$ cat config.mk
export PLATFORM = sky130hd
export DESIGN_NAME = pipe_hazard_ctl_flat
export DESIGN_NICKNAME = d
export VERILOG_FILES = /design/src/rtl/pipe_pkg.sv /design/src/rtl/pipe_hazard_ctl_if.sv /design/src/rtl/pipe_hazard_ctl_hazard_detect.sv /design/src/rtl/pipe_hazard_ctl.sv /design/src/flat_wrapper.sv
export SDC_FILE = /design/constraint.sdc
export NUM_CORES = 1
export LEC_CHECK = 0
export CAP_MARGIN = 20
export CORE_AREA = 3 3 90 92
export DETAILED_ROUTE_END_ITERATION = 6
export DIE_AREA = 0 0 93 95
export GPL_TIMING_DRIVEN = 0
export PLACE_DENSITY = 0.53
export SYNTH_ARGS = -nofsm -noshare
export SYNTH_HDL_FRONTEND = slang
export SYNTH_SLANG_ARGS = --single-unit
$ cat constraint.sdc
create_clock -name clk -period 1.9 [get_ports clk]
set_input_delay 0.38 -clock clk [delete_from_list [all_inputs] [get_ports clk]]
set_output_delay 0.38 -clock clk [all_outputs]
set_load 0.01 [all_outputs]
$ cat src/rtl/pipe_pkg.sv
// Shared definitions for the pipeline hazard/stall controller.
//   - FSM state encodings (RUN, LDSTALL, FLUSH, MWAIT)
//   - NOP instruction loaded into IF/ID on a flush
//   - instruction field slice positions for rs/rt
//   - packed bundle of the pipeline control outputs
package pipe_pkg;

   localparam logic [1:0] ST_RUN     = 2'd0;
   localparam logic [1:0] ST_LDSTALL = 2'd1;
   localparam logic [1:0] ST_FLUSH   = 2'd2;
   localparam logic [1:0] ST_MWAIT   = 2'd3;

   localparam logic [31:0] NOP_INSTR = 32'h0000_0000;

   localparam int RS_MSB = 25;
   localparam int RS_LSB = 21;
   localparam int RT_MSB = 20;
   localparam int RT_LSB = 16;
   localparam int REG_W  = RS_MSB - RS_LSB + 1;

   typedef logic [REG_W-1:0] reg_idx_t;

   typedef struct packed {
      logic pc_write;
      logic if_id_write;
      logic if_id_flush;
      logic id_ex_bubble;
      logic ex_mem_flush;
      logic pipe_hold;
   } pipe_ctl_t;

endpackage

$ cat src/rtl/pipe_hazard_ctl_if.sv
// Handshake bundle between the pipeline datapath and the hazard controller.
//   slave  : controller side (decode/stage fields in, enables/flushes out)
//   master : datapath side (drives stage fields, consumes enables/flushes)
interface pipe_hazard_ctl_if;
   import pipe_pkg::*;

   reg_idx_t if_id_rs;
   reg_idx_t if_id_rt;
   logic     if_id_uses_rt;
   logic     id_ex_memread;
   reg_idx_t id_ex_rt;
   logic     ex_mem_branch_taken;
   logic     ex_mem_memaccess;
   logic     dmem_ready;

   logic     pc_write;
   logic     if_id_write;
   logic     if_id_flush;
   logic     id_ex_bubble;
   logic     ex_mem_flush;
   logic     pipe_hold;

   modport slave (
      input  if_id_rs, if_id_rt, if_id_uses_rt, id_ex_memread, id_ex_rt,
             ex_mem_branch_taken, ex_mem_memaccess, dmem_ready,
      output pc_write, if_id_write, if_id_flush, id_ex_bubble, ex_mem_flush,
             pipe_hold
   );

   modport master (
      output if_id_rs, if_id_rt, if_id_uses_rt, id_ex_memread, id_ex_rt,
             ex_mem_branch_taken, ex_mem_memaccess, dmem_ready,
      input  pc_write, if_id_write, if_id_flush, id_ex_bubble, ex_mem_flush,
             pipe_hold
   );

endinterface

$ cat src/rtl/pipe_hazard_ctl_hazard_detect.sv
// Combinational load-use hazard detector, shared with the forwarding unit.
//   id_ex_memread, id_ex_rt : load in EX and its destination register
//   if_id_rs, if_id_rt      : decode-stage source fields
//   if_id_uses_rt           : decode instruction actually reads rt
//   hazard                  : decode must wait one cycle for the load
module hazard_detect
   import pipe_pkg::*;
(
   input  logic     id_ex_memread,
   input  reg_idx_t id_ex_rt,
   input  reg_idx_t if_id_rs,
   input  reg_idx_t if_id_rt,
   input  logic     if_id_uses_rt,
   output logic     hazard
);

   // $zero is never a real dependency
   assign hazard = id_ex_memread & (id_ex_rt != '0) &
                   ((id_ex_rt == if_id_rs) | (if_id_uses_rt & (id_ex_rt == if_id_rt)));

endmodule

$ cat src/rtl/pipe_hazard_ctl.sv
// Hazard and stall controller for the 5-stage pipeline.
//   clk, rst_n   : pipeline clock, async active-low reset
//   pif (slave)  : stage fields in; PC/IF-ID enables, flushes, bubble, hold out
//   state        : current FSM state
//   stall_cnt    : load-use bubbles inserted (saturating)
//   flush_cnt    : branch flushes (saturating)
//   err_timeout  : sticky, memory wait reached MEM_TIMEOUT cycles
//
// state   | meaning
// RUN     | normal flow
// LDSTALL | bubble inserted last cycle; hazard masked this cycle
// FLUSH   | younger stages squashed last cycle (behaves as RUN)
// MWAIT   | pipeline frozen waiting for data memory
module pipe_hazard_ctl
   import pipe_pkg::*;
#(
   parameter int CNT_W       = 16,
   parameter int MEM_TIMEOUT = 15
) (
   input  logic             clk,
   input  logic             rst_n,
   pipe_hazard_ctl_if.slave pif,
   output logic [1:0]       state,
   output logic [CNT_W-1:0] stall_cnt,
   output logic [CNT_W-1:0] flush_cnt,
   output logic             err_timeout
);

   localparam logic [CNT_W-1:0] CNT_ONE     = 1;
   localparam logic [7:0]       TIMEOUT_VAL = 8'(MEM_TIMEOUT);

   logic       hazard;
   logic       mwait;
   logic       take_branch;
   logic       do_bubble;
   logic [1:0] next_state;
   logic [7:0] wait_cnt;
   logic [7:0] wait_inc;
   pipe_ctl_t  ctl;

   hazard_detect u_hazard_detect (
      .id_ex_memread (pif.id_ex_memread),
      .id_ex_rt      (pif.id_ex_rt),
      .if_id_rs      (pif.if_id_rs),
      .if_id_rt      (pif.if_id_rt),
      .if_id_uses_rt (pif.if_id_uses_rt),
      .hazard        (hazard)
   );

   // strict priority: memory hold > branch flush > load-use bubble > run
   assign mwait       = pif.ex_mem_memaccess & ~pif.dmem_ready;
   assign take_branch = ~mwait & pif.ex_mem_branch_taken;
   assign do_bubble   = ~mwait & ~pif.ex_mem_branch_taken & hazard &
                        (state != ST_LDSTALL);

   always_comb begin
      ctl        = '{pc_write: 1'b1, if_id_write: 1'b1, default: 1'b0};
      next_state = ST_RUN;
      if (mwait) begin
         ctl        = '{pipe_hold: 1'b1, default: 1'b0};
         next_state = ST_MWAIT;
      end else if (take_branch) begin
         ctl        = '{pipe_hold: 1'b0, default: 1'b1};
         next_state = ST_FLUSH;
      end else if (do_bubble) begin
         ctl        = '{id_ex_bubble: 1'b1, default: 1'b0};
         next_state = ST_LDSTALL;
      end
      // keep the whole pipeline frozen for as long as reset is held
      if (!rst_n) begin
         ctl = '{pipe_hold: 1'b1, default: 1'b0};
      end
   end

   assign pif.pc_write     = ctl.pc_write;
   assign pif.if_id_write  = ctl.if_id_write;
   assign pif.if_id_flush  = ctl.if_id_flush;
   assign pif.id_ex_bubble = ctl.id_ex_bubble;
   assign pif.ex_mem_flush = ctl.ex_mem_flush;
   assign pif.pipe_hold    = ctl.pipe_hold;

   assign wait_inc = (wait_cnt == 8'hFF) ? wait_cnt : wait_cnt + 8'd1;

   always_ff @(posedge clk or negedge rst_n) begin
      if (!rst_n) begin
         state       <= ST_RUN;
         stall_cnt   <= '0;
         flush_cnt   <= '0;
         wait_cnt    <= '0;
         err_timeout <= 1'b0;
      end else begin
         state <= next_state;
         if (mwait) begin
            wait_cnt <= wait_inc;
            if (wait_inc == TIMEOUT_VAL) begin
               err_timeout <= 1'b1;
            end
         end else begin
            wait_cnt <= '0;
         end
         if (take_branch && (flush_cnt != '1)) begin
            flush_cnt <= flush_cnt + CNT_ONE;
         end
         if (do_bubble && (stall_cnt != '1)) begin
            stall_cnt <= stall_cnt + CNT_ONE;
         end
      end
   end

endmodule

$ cat src/flat_wrapper.sv
// flat-port wrapper written by rule: the top's interface ports become plain ports
module pipe_hazard_ctl_flat import pipe_pkg::*;
#(
   parameter int CNT_W       = 16,
   parameter int MEM_TIMEOUT = 15
)
  (clk, rst_n, state, stall_cnt, flush_cnt, err_timeout, pif_if_id_rs, pif_if_id_rt, pif_if_id_uses_rt, pif_id_ex_memread, pif_id_ex_rt, pif_ex_mem_branch_taken, pif_ex_mem_memaccess, pif_dmem_ready, pif_pc_write, pif_if_id_write, pif_if_id_flush, pif_id_ex_bubble, pif_ex_mem_flush, pif_pipe_hold);
  pipe_hazard_ctl_if pif_i ();
  input  logic clk;
  input  logic rst_n;
  output logic [1:0] state;
  output logic [CNT_W-1:0] stall_cnt;
  output logic [CNT_W-1:0] flush_cnt;
  output logic err_timeout;
  input wire logic [$bits(pif_i.if_id_rs)-1:0] pif_if_id_rs;
  input wire logic [$bits(pif_i.if_id_rt)-1:0] pif_if_id_rt;
  input wire logic [$bits(pif_i.if_id_uses_rt)-1:0] pif_if_id_uses_rt;
  input wire logic [$bits(pif_i.id_ex_memread)-1:0] pif_id_ex_memread;
  input wire logic [$bits(pif_i.id_ex_rt)-1:0] pif_id_ex_rt;
  input wire logic [$bits(pif_i.ex_mem_branch_taken)-1:0] pif_ex_mem_branch_taken;
  input wire logic [$bits(pif_i.ex_mem_memaccess)-1:0] pif_ex_mem_memaccess;
  input wire logic [$bits(pif_i.dmem_ready)-1:0] pif_dmem_ready;
  output wire logic [$bits(pif_i.pc_write)-1:0] pif_pc_write;
  output wire logic [$bits(pif_i.if_id_write)-1:0] pif_if_id_write;
  output wire logic [$bits(pif_i.if_id_flush)-1:0] pif_if_id_flush;
  output wire logic [$bits(pif_i.id_ex_bubble)-1:0] pif_id_ex_bubble;
  output wire logic [$bits(pif_i.ex_mem_flush)-1:0] pif_ex_mem_flush;
  output wire logic [$bits(pif_i.pipe_hold)-1:0] pif_pipe_hold;
  assign pif_i.if_id_rs = pif_if_id_rs;
  assign pif_i.if_id_rt = pif_if_id_rt;
  assign pif_i.if_id_uses_rt = pif_if_id_uses_rt;
  assign pif_i.id_ex_memread = pif_id_ex_memread;
  assign pif_i.id_ex_rt = pif_id_ex_rt;
  assign pif_i.ex_mem_branch_taken = pif_ex_mem_branch_taken;
  assign pif_i.ex_mem_memaccess = pif_ex_mem_memaccess;
  assign pif_i.dmem_ready = pif_dmem_ready;
  assign pif_pc_write = pif_i.pc_write;
  assign pif_if_id_write = pif_i.if_id_write;
  assign pif_if_id_flush = pif_i.if_id_flush;
  assign pif_id_ex_bubble = pif_i.id_ex_bubble;
  assign pif_ex_mem_flush = pif_i.ex_mem_flush;
  assign pif_pipe_hold = pif_i.pipe_hold;
  pipe_hazard_ctl #(.CNT_W(CNT_W), .MEM_TIMEOUT(MEM_TIMEOUT)) u_core (.clk(clk), .rst_n(rst_n), .pif(pif_i), .state(state), .stall_cnt(stall_cnt), .flush_cnt(flush_cnt), .err_timeout(err_timeout));
endmodule
==> results.cfg, run 1 <==
[run_status]
outcome = finished, violations left
violations = negative setup slack

[critical_path]
cp-start-kind = input port
critical_path_class = input port to primary output
cp_slowest_stage_delay_ns = 0.54
critical_path_arrival_ns = 1.72
crit_required_ns = 1.52
worstPathCellList = buf_8 > or4_4 > nor2_4 > or3_4 > nor2_4 > buf_4 > nor2_2 > buf_4 > buf_6
reg2regPathDepth = 7
endpoint_kind = primary output
crit_fanout = 2
slowest_stage = sky130_fd_sc_hd__or4_4

[die]
die_h_um = 95
boundaryPins = 63
std_cell_rows = 31
die_area_um2 = 8840
core_area_um2 = 7290
start_util_pct = 30.9
die_w_um = 93

[synthesis]
syn_avg_cell_area_um2 = 10.0
synth-seq-cells = 43
top_area_cells_in_the_synthesized_netlist = sky130_fd_sc_hd__dfrtp_1 48%, sky130_fd_sc_hd__xnor2_1 11%, sky130_fd_sc_hd__xor2_1 5.1%, sky130_fd_sc_hd__nand3_1 3.8%, sky130_fd_sc_hd__nor2_1 3.5%
yosysTopAreaCell = sky130_fd_sc_hd__dfrtp_1
syn_inst = 224
synthesis_warning_total = 0
synth.distinct_cells = 40
netlist_area_um2 = 2250
synth_edf_count = 0
synth-seq-area-share_pct = 47.8
async_flop_share_pct = 100
synthesis.nets = 249
postSynth.topFlopCell = sky130_fd_sc_hd__dfrtp_1
netlist.area_leader.share_pct = 47.8

[clocking]
clock_insertion_delay_worst_skew_ns = 0.30
clock_sink_count = 43
htree_levels = 2
cts-root-to-sink-buffers = 2
cts_buffers = 5
clock_tree_from_tritoncts = yes
clk_pin_slew_ns = 0.09
cts-root-buf = sky130_fd_sc_hd__clkbuf_8

[global_route]
grt_pass1_wl_mm = 8.57
groute.layer.met2.usage_pct = 19.6
grt.met1_usage_pct = 16.1
grt_overflow_total = 0
antenna_found_initial = 0
grt_pass1_vias = 1842
gr-usage-met3_pct = 3.03
global_route.usage.total_pct = 12.2
grt-busiest-layer = met2
grt_start_max_net_pins = 23

[placement]
hpwl_mm = 3.90
replace_congestion = 0.733
io_buffers = 62

[pwr]
power_report.internal_total_mw = 1.73
clockPowerShare_pct = 30.3
power.share.switching_pct = 27.0
p_comb_share_pct = 23.3
p_sw_mw = 0.638
sequentialPowerShare_pct = 46.4
power.static_leakage_nw = 1.51
powerDensity_nw_per_um2 = 691
ir_worst_vdd_v = 0.000305
fin_total_pwr_mw = 2.36

[timing]
hold_slack_ns = 0.00489
finClkSkew_ns = 0.0101
setup_violations = 4
hold_vio_cnt_final = 0
timing.max_slew.rel_slack_pct = 73.8
post-route-worst-setup-slack_ns = -0.199
achievable-frequency_mhz = 476
final_max_slew_viol_count = 0
final_min_period_over_clock_period_pct = 110
timing_worst_slew_pin_value_ns = 0.391
setup_repair_after_global_routing_missed_its_margin = yes
final.min_clock_period_ns = 2.10

[final_layout]
finish.utilization_pct = 47.0
mostFrequentLayoutCells = 42 x sky130_fd_sc_hd__dfrtp_1, 36 x sky130_fd_sc_hd__clkdlybuf4s50_1, 29 x sky130_fd_sc_hd__xnor2_1
antenna_cells = 0
flow.area_growth_from_synthesis_pct = 52.2
design.final.nets = 341
final_layout_size_suffix_gt1_share_pct = 24.6
mostFrequentLayoutCell = sky130_fd_sc_hd__dfrtp_1

[detailed_routing]
via_count = 1875
antenna_left = 0
wl_mm = 5.25
drt_pass1_iterations = 4
drt_iter0_drc = 52
wirelength_per_cell_um = 12.6
detail_route.drc_violations = 0
vias_per_cell = 4.51

[run]
drv.max_cap_violation_count = 0

[hold_path]
worstHoldPathType = input port to async pin
[critical path, delay by kind of cell]
family                 cells  cell delay, ns
buffers and inverters      4            0.42
AND/OR/NAND/NOR            5            0.91
[per-layer routing]
metal | part of all wire [%] | vias up | wire length [um]
met3 | 4.3 | 2 | 224
met2 | 47 | 38 | 2480
met1 | 48 | 872 | 2520
met5 | 0 | - | 0
li1 | - | 963 | -
met4 | 0.59 | 0 | 31
[synth_stat cells (3+ instances only)]
cell / number
sky130_fd_sc_hd__dfrtp_1: 43
sky130_fd_sc_hd__xnor2_1: 29
sky130_fd_sc_hd__nor2_1: 21
sky130_fd_sc_hd__nand3_1: 17
sky130_fd_sc_hd__nand2_1: 16
sky130_fd_sc_hd__xor2_1: 13
sky130_fd_sc_hd__nand4_1: 12
sky130_fd_sc_hd__and3_1: 9
sky130_fd_sc_hd__inv_1: 7
sky130_fd_sc_hd__nor3_1: 6
sky130_fd_sc_hd__o21ai_0: 5
sky130_fd_sc_hd__and4_1: 4
sky130_fd_sc_hd__a21oi_1: 3
sky130_fd_sc_hd__a31oi_1: 3
sky130_fd_sc_hd__ha_1: 3
sky130_fd_sc_hd__nor3_2: 3
[registers in the layout, summed over array words and instances, names as in the netlist]
signal,flops
u_core.err_timeout,1
u_core.state,2
u_core.wait_cnt,8
u_core.flush_cnt,16
u_core.stall_cnt,16
[logic make-up after synthesis]
group,Yosys count,synth area share (%)
DFF,43,47.8
adders and majority gates,3,1.67
muxes,3,1.61
buffers and inverters,13,2.89
and+or+nand+nor,105,25.6
xor gates and xnor gates,42,16.4
AOI/OAI and AO/OA,15,4.06
[final timing paths]
| path | slack, ns | end | startpoint |
|---|---|---|---|
| min in group clk | 0.44 | u_core.state[1] | pif_ex_mem_branch_taken |
| worst max register to register | 0.02 | u_core.stall_cnt[1] | u_core.stall_cnt[0] |
| worst max-delay path | -0.20 | pif_pc_write | pif_id_ex_rt[4] |
| max in group asynchronous | 0.94 | u_core.wait_cnt[0] | rst_n |
| worst min-delay path | 0.005 | u_core.flush_cnt[0] | rst_n |
| worst min register to register | 0.49 | u_core.err_timeout | u_core.err_timeout |
[cell type report]
class	instances	area [um^2]
Buffer	5	50.0
Timing Repair Buffer	86	812
Clock inverter	3	43.8
Clock buffer	5	68.8
Sequential cell	43	1080
Inverter	7	26.3
Multi-Input combinational cell	168	1220
Fill cell	731	3870
Tap cell	99	124
[metrics by stage]
stage          setup TNS (ns)  cells  area [um^2]  worst slack [ns]
5_1_grt                 -1.48    416         3420            -0.281
3_5_place_dp           -11.08    386         3020             -1.18
4_1_cts                -0.390    409         3290            -0.226
3_3_place_gp           -54.56    385         3000             -2.05
6_report               -0.532    416         3420            -0.199
2_1_floorplan               0    224         2250          0.000400
[repair_timing]
action | CTS | global route
resized for setup | 82 | 16
setup endpoints to repair | 16 | 19
hold buffers | 1 | 0
setup buffers | 14 | 7
pin swaps | 21 | 12
hold endpoints to repair | 22 | 0
[power groups by stage]
stage | clock (mW) | sequential (mW) | combinational [mW]
floorplan | 0 | 1.14 | 0.186
CTS | 0.743 | 1.10 | 0.532
detailed placement | 0 | 1.12 | 0.508
global route | 0.784 | 1.11 | 0.596
global placement | 0 | 1.12 | 0.500
finish | 0.717 | 1.10 | 0.550
No activity file was read; power rests on OpenSTA's default activity.
==> run 2, diff against run 1 <==
--- a/config.mk
+++ b/config.mk
@@ -5,7 +5,7 @@
 export SDC_FILE = /design/constraint.sdc
 export NUM_CORES = 1
 export LEC_CHECK = 0
-export CAP_MARGIN = 20
+export CAP_MARGIN = 25
 export CORE_AREA = 3 3 90 92
 export DETAILED_ROUTE_END_ITERATION = 6
 export DIE_AREA = 0 0 93 95
==> results of run 2 <==
The final DEF is identical to that of run 1; final timing and power are the same.
